[config.mk]
export PLATFORM = sky130hd
export DESIGN_NAME = char2bin
export DESIGN_NICKNAME = d
export VERILOG_FILES = /design/src/rtl/char2bin_pkg.sv /design/src/rtl/char2bin.sv
export SDC_FILE = /design/constraint.sdc
export NUM_CORES = 1
export LEC_CHECK = 0
export CAP_MARGIN = 10
export CORE_MARGIN = 2
export CORE_UTILIZATION = 53
export CTS_CLUSTER_DIAMETER = 40
export DETAILED_ROUTE_END_ITERATION = 10
export PLACE_DENSITY = 0.84
export SLEW_MARGIN = 10
export SYNTH_ARGS = -nofsm -noshare
export SYNTH_HDL_FRONTEND = slang
export SYNTH_SLANG_ARGS = --single-unit
export TNS_END_PERCENT = 1
[constraint.sdc]
create_clock -name clk -period 3.3 [get_ports clk]
set_input_delay 0.825 -clock clk [delete_from_list [all_inputs] [get_ports clk]]
set_output_delay 0.825 -clock clk [all_outputs]
set_load 0.02 [all_outputs]
[src/rtl/char2bin_pkg.sv]
`default_nettype none
// +--------------------------------------------------------------------+
// | char2bin_pkg                                                       |
// | Shared types, character constants and hex classifier for char2bin. |
// | Revision: 1.0                                                      |
// +--------------------------------------------------------------------+
package char2bin_pkg;

   typedef enum logic [1:0] {
      IDLE    = 2'd0,
      ACCUM   = 2'd1,
      DISCARD = 2'd2
   } state_t;

   typedef enum logic [1:0] {
      ERR_NONE     = 2'd0,
      ERR_BADCHAR  = 2'd1,
      ERR_OVERFLOW = 2'd2
   } err_t;

   localparam logic [7:0] CH_CR  = 8'h0D;
   localparam logic [7:0] CH_LF  = 8'h0A;
   localparam logic [7:0] CH_SP  = 8'h20;
   localparam logic [7:0] CH_TAB = 8'h09;

   // Returns {is_hex, nibble}; nibble is zero when the byte is not a hex digit.
   function automatic logic [4:0] hex2nib(input logic [7:0] c);
      logic [4:0] r;
      r = 5'd0;
      if (c >= 8'h30 && c <= 8'h39)
         r = {1'b1, 4'(c - 8'h30)};
      else if (c >= 8'h41 && c <= 8'h46)
         r = {1'b1, 4'(c - 8'h37)};
      else if (c >= 8'h61 && c <= 8'h66)
         r = {1'b1, 4'(c - 8'h57)};
      return r;
   endfunction

endpackage
`default_nettype wire

[src/rtl/char2bin.sv]
`default_nettype none
// +--------------------------------------------------------------------+
// | char2bin                                                           |
// | Line-oriented ASCII-hex parser: hex digits in, one word per line.  |
// | Revision: 1.0                                                      |
// +--------------------------------------------------------------------+
module char2bin
   import char2bin_pkg::*;
#(
   parameter int NDIG = 8
) (
   input  logic                       clk,
   input  logic                       resetn,
   input  logic                       char_vld,
   input  logic [7:0]                 char_data,
   output logic                       word_vld,
   output logic [4*NDIG-1:0]          word_data,
   output logic [$clog2(NDIG+1)-1:0]  word_ndig,
   output logic                       err_vld,
   output logic [1:0]                 err_code,
   output logic                       in_line
);

   localparam int W  = 4 * NDIG;
   localparam int CW = $clog2(NDIG + 1);
   localparam logic [CW-1:0] c_ndig = CW'(NDIG);
   localparam logic [CW-1:0] c_one  = CW'(1);

   state_t          r_state;
   logic [W-1:0]    r_acc;
   logic [CW-1:0]   r_cnt;

   logic [4:0]      w_cls;
   logic            w_is_hex;
   logic [3:0]      w_nib;
   logic            w_ws;
   logic            w_eol;

   always_comb begin
      w_cls    = hex2nib(char_data);
      w_is_hex = w_cls[4];
      w_nib    = w_cls[3:0];
      w_ws     = (char_data == CH_SP) || (char_data == CH_TAB);
      w_eol    = (char_data == CH_CR) || (char_data == CH_LF);
   end

   always_ff @(posedge clk or negedge resetn) begin
      if (!resetn) begin
         r_state   <= IDLE;
         r_acc     <= '0;
         r_cnt     <= '0;
         word_vld  <= 1'b0;
         word_data <= '0;
         word_ndig <= '0;
         err_vld   <= 1'b0;
         err_code  <= ERR_NONE;
         in_line   <= 1'b0;
      end else begin
         word_vld <= 1'b0;
         err_vld  <= 1'b0;
         if (char_vld) begin
            case (r_state)
               IDLE: begin
                  // Whitespace and EOL are ignored so CR LF and blank lines stay silent.
                  if (w_is_hex) begin
                     r_acc   <= W'(w_nib);
                     r_cnt   <= c_one;
                     r_state <= ACCUM;
                     in_line <= 1'b1;
                  end else if (!w_ws && !w_eol) begin
                     err_vld  <= 1'b1;
                     err_code <= ERR_BADCHAR;
                     r_state  <= DISCARD;
                     in_line  <= 1'b1;
                  end
               end
               ACCUM: begin
                  if (w_is_hex) begin
                     if (r_cnt == c_ndig) begin
                        err_vld  <= 1'b1;
                        err_code <= ERR_OVERFLOW;
                        r_state  <= DISCARD;
                     end else begin
                        r_acc <= (r_acc << 4) | W'(w_nib);
                        r_cnt <= r_cnt + c_one;
                     end
                  end else if (w_eol) begin
                     word_vld  <= 1'b1;
                     word_data <= r_acc;
                     word_ndig <= r_cnt;
                     r_acc     <= '0;
                     r_cnt     <= '0;
                     r_state   <= IDLE;
                     in_line   <= 1'b0;
                  end else if (!w_ws) begin
                     err_vld  <= 1'b1;
                     err_code <= ERR_BADCHAR;
                     r_state  <= DISCARD;
                  end
               end
               DISCARD: begin
                  if (w_eol) begin
                     r_acc   <= '0;
                     r_cnt   <= '0;
                     r_state <= IDLE;
                     in_line <= 1'b0;
                  end
               end
               default: begin
                  r_acc   <= '0;
                  r_cnt   <= '0;
                  r_state <= IDLE;
                  in_line <= 1'b0;
               end
            endcase
         end
      end
   end

endmodule
`default_nettype wire

* Yosys cells after proc, flatten, opt, wreduce, memory -nomap -nowiden
Cells that the tools add are included.
** Storage, ports and cells
- Bits in writable memories :: 0
- Output and inout bits :: 41
- Word-level logic and storage cells :: 98
- Bits in latches :: 0
- Memories :: 0
- Memory bits (read-only) :: 0
- Register bits :: 79
** Operators by class
- Shift operators :: 0
- Div/mod/pow operators :: 0
- $mul :: 0
- Reduce and logical (&&, ||, !) cells :: 15
- Eq/ne operators :: 18
- Add/sub/neg operators :: 4
- Mux-type cells :: 44
- Order comparisons :: 6
- Bitwise gates (word level) :: 2
** Operator list (number)
- $mux 32 :: 4
- $pmux 32 s3 :: 1
- $or 32x4->32 :: 1
- $eq 8x4->1 const B :: 3
- $mux 2 :: 12
- $ge 8x7->1 const B :: 2
- $le 8x7->1 const B :: 2
- $mux 4 :: 4
- $mux 1 :: 15
- $mux 5 :: 3
- $ne 3x3->1 const B :: 5
- $pmux 4 s3 :: 1
- $ne 2x2->1 const B :: 5
- $eq 8x6->1 const B :: 1
- $ge 8x6->1 const B :: 1
- $le 8x6->1 const B :: 1
- $sub 4x3->4 const B :: 2
- $reduce_and 7->1 :: 1
- $pmux 2 s3 :: 1
- $reduce_and 3->1 :: 2
- $reduce_and 5->1 :: 1
- $add 4x1->4 const B :: 1
- $eq 4x4->1 const B :: 1
- $logic_and 1x1->1 :: 4
- 13 further kinds :: 15

* Depth between registers and ports, before layout
- Depth in word-level cells :: 9
- Depth in mapped cells :: 10
- Mapped depth without buffers :: 8

* Worst setup path after synthesis
Ideal clock, no wire load.
- Path kind :: input-to-reg
- Start point :: input port char_data[1]
- End point :: register r_acc[31]
- Path buffers :: 2
- Setup time :: 0.121 ns
- Data required time :: 3.179 ns
- Setup slack :: 0.329 ns
- Arrival time :: 2.850 ns
- Cell stages on the path :: 10
- Path through :: inv_1 -> ha_1 -> o21bai_1 -> a2111o_1 -> and2_4 -> buf_6 -> a221o_2 -> a21o_4 -> buf_6 -> a22o_1
** Between the ends
- Word-level cells in the longest chain between the ends :: 7
** Ends and longest elaborated chain
- start: declaration :: line char2bin.sv:15 : input logic [7:0] char_data,
- $ge 8x7->1 or $le 8x7->1 (tied branches) :: line char2bin_pkg.sv:34 : else if (c >= 8'h61 && c <= 8'h66)
- $logic_and 1x1->1 :: line char2bin_pkg.sv:34
- $mux 5 :: line char2bin_pkg.sv:34
- $mux 5 :: line char2bin_pkg.sv:32 : else if (c >= 8'h41 && c <= 8'h46)
- $mux 5 :: line char2bin_pkg.sv:30 : if (c >= 8'h30 && c <= 8'h39)
- $ne 3x3->1 (no source line), or another cell as far along
- $reduce_and 3->1 (no source line) or $pmux 32 s3 (tied branches)
- end signal: assignment :: line char2bin.sv:66 : r_acc <= W'(w_nib);
- end signal: assignment :: line char2bin.sv:84 : r_acc <= (r_acc << 4) | W'(w_nib);
- end: declaration :: line char2bin.sv:30 : logic [W-1:0] r_acc;
Parallel ways exist; a longest one is shown, timed or not.
A chain may end at the register's enable or synchronous reset.

* Worst setup path after layout
- Start point :: input port char_data[0]
- End point :: register r_acc[15]
Same word-level chain as after synthesis.

==> metrics.csv <==
metric,value,unit
status,completed,
Post CTS Setup Buffer Count,0,
H-tree Lvls,3,
Max Cap Viol,0,
Cells after Synth,259,
Pwr Total,2230,µW
unrepaired setup endpoints after global routing,false,
Yosys Warn Count,0,
final net count,344,
DR DRC count,0,
Wirelength per Cell,16.7,µm
fin worst setup slack,0.249,ns
critical path endpoint category,flop,
die area,7140,µm²
gr ovfl total,0,
library cells used by synthesis,44,
CP Max Fanout,33,
design area,4310,µm²
worst path cell trace,"clkdlybuf4s50_1, inv_1, ha_1, inv_1, o311ai_0, a21oi_1, a221o_2, a21o_4, a22o_2",
initial DRC count,181,
synthesized net count,280,
min Tclk post-route,3.05,ns
total CTS buffers,9,
area grow syn2layout,25.4,%
ys flop type,dfrtp_1,
Core Rows,29,
post-route ant nets,0,
r2r setup slk,1.13,ns
Final setup viols,0,
CTS tree,done,
Place WS,-0.121,ns
hold buffers post-CTS,0,
Tcrit/Tclk final,0.925,
CP max stage cell,o311ai_0,
Worst EP arrival,3.29,ns
post-synthesis async set-or-reset flop share,1.00,
Max Clock Freq,0.328,GHz
vias in the first global route,2364,
Multi-input gate area,1350,µm²
Worst Setup SP,char_data[0],
final hold violations,0,
via count,2361,
Critical path destination,r_acc[15],
Seq. cell area,1980,µm²
Syn Area/Cell,13.3,µm²
max_slew headroom,0.366,
Area after DPL,4090,µm²
Slew @ Worst Pin,0.950,ns
Ant. Diodes,0,
placed wire-length estimate,4540,µm
Detailed Routing Iterations Pass 1,4,
post-layout util,0.682,
Core Box Area,6310,µm²
antenna violations before repair,0,
crit path kind,in2reg,
Netlist Area Pre-Place,3430,µm²
GRT Resource Usage Total,0.207,
maximum vdd ir drop,0.355,mV
layout cells sized above 1,0.251,
static leakage,0.00205,µW
port bufs,51,
Post-synth EDFFs,0,
Synth Register Bits,79,
largest net degree at the start of global routing,80,
CP Launch Type,primary input,
Clock Skews,0.00816,ns
crit-path max cell delay,0.52,ns
reg2reg start,r_state[1],
first-pass GRT wire length,11600,µm
Required @ worst endpoint,3.54,ns
PostCTS Resize Cnt,0,
Final Max Tran Viols,0,
CTS root buffer,clkbuf_8,
num ports,52,
Total Wirelength,6740,µm
highest-count cells in the layout ignoring fill and taps,"dfrtp_1, clkdlybuf4s50_1, mux2_2",
most used cell along the critical path,inv_1,
Die W,84.5,µm
worst-skew pair later-pin latency,0.35,ns
clock sink total,79,
Clock Tree Buf Depth,2,
worst hold path class,reg2reg,
r2r endpoint,r_acc[4],
Vias per Instance,5.84,
cell area power density,517,nW/µm²
RD Place Congestion,0.877,
initial core utilization,0.544,
Die Y,84.5,µm
r2r worst-path depth,9,
post-synthesis sequential area ratio,0.576,
clock slew at reported path FFs,0.08,ns
"most common cell after layout, fill and taps aside",dfrtp_1,
fillers,479,
==> flip-flops by register name, summed over array words and instances (netlist names), 2 cells and up <==
| name | cells |
|---|---|
| err_code | 2 |
| r_state | 2 |
| r_cnt | 4 |
| r_acc | 32 |
| word_ndig | 4 |
| word_data | 32 |
==> worst max-delay path, delay by kind of cell <==
kind                       cells  cell delay [ns]
AOI/OAI and AO/OA              5             1.65
buffers and inverters          3             0.60
adders and majority gates      1             0.20
==> how the worst min path moves through the flow <==
stage	from	to	slack, ns	cells past startpoint
6_report	word_data[12]	word_data[12]	0.51	1
4_1_cts	in_line	in_line	0.51	1
3_5_place_dp	r_acc[31]	r_acc[31]	0.49	1
3_3_place_gp	r_acc[31]	r_acc[31]	0.49	1
5_1_grt	in_line	in_line	0.52	1
2_1_floorplan	r_acc[31]	r_acc[31]	0.46	1
==> kinds of logic after synthesis <==
logic type,after synthesis,share of synthesized area
AOI/OAI and AO/OA,62,0.149
xor gates and xnor gates,3,0.00765
adders and majority gates,10,0.0364
buffers and inverters,23,0.0350
DFF,79,0.576
muxes,43,0.140
and+or+nand+nor,39,0.0572
==> layer usage <==
metal / global-route usage / vias up / share of wire
li1: - / 1083 / -
met1: 0.296 / 1210 / 0.45
met2: 0.314 / 59 / 0.49
met3: 0.0501 / 9 / 0.046
met4: 0.0722 / 0 / 0.015
met5: 0 / - / 0
==> final cells by class <==
type	instances	area share
flip-flops and latches	79	0.459
multi-input cells	157	0.313
repair buffers	65	0.145
clock buffers	10	0.0319
well taps	77	0.0224
clock inverters	5	0.0189
inverters	11	0.00958
==> stage by stage <==
stage / std cells / hold slack, ns / setup TNS [ns]
finish: 404 / 0.509 / 0
global route: 404 / 0.522 / 0
CTS: 404 / 0.512 / 0
detailed placement: 389 / 0.487 / -2.84
global placement: 389 / 0.490 / -0.208
floorplan: 259 / 0.460 / 0
==> power by group <==
part / internal (µW) / leakage, µW / switching, µW
clock network: 444 / 0.000109 / 342
registers: 1010 / 0.00109 / 41.2
logic: 169 / 0.000852 / 219
total: 1630 / 0.00205 / 603
==> synthesized netlist by cell type, types with 2 or more instances <==
cell	number	area (µm²)
a21o_2	2	17.5
a21oi_1	8	40.0
a22o_1	26	228
a22o_2	3	30.0
and3_1	2	12.5
buf_2	3	15.0
buf_6	4	45.0
clkbuf_1	4	15.0
dfrtp_1	79	1980
ha_1	10	125
inv_1	11	41.3
mux2_2	39	439
mux2i_1	4	40.0
nand2_1	16	60.1
nand3_1	4	20.0
nor2_1	4	15.0
nor2b_1	2	12.5
nor3_1	4	20.0
o21ai_0	4	20.0
o2bb2ai_1	5	43.8
xnor2_1	2	17.5
No activity file was read; power rests on OpenSTA's default activity.
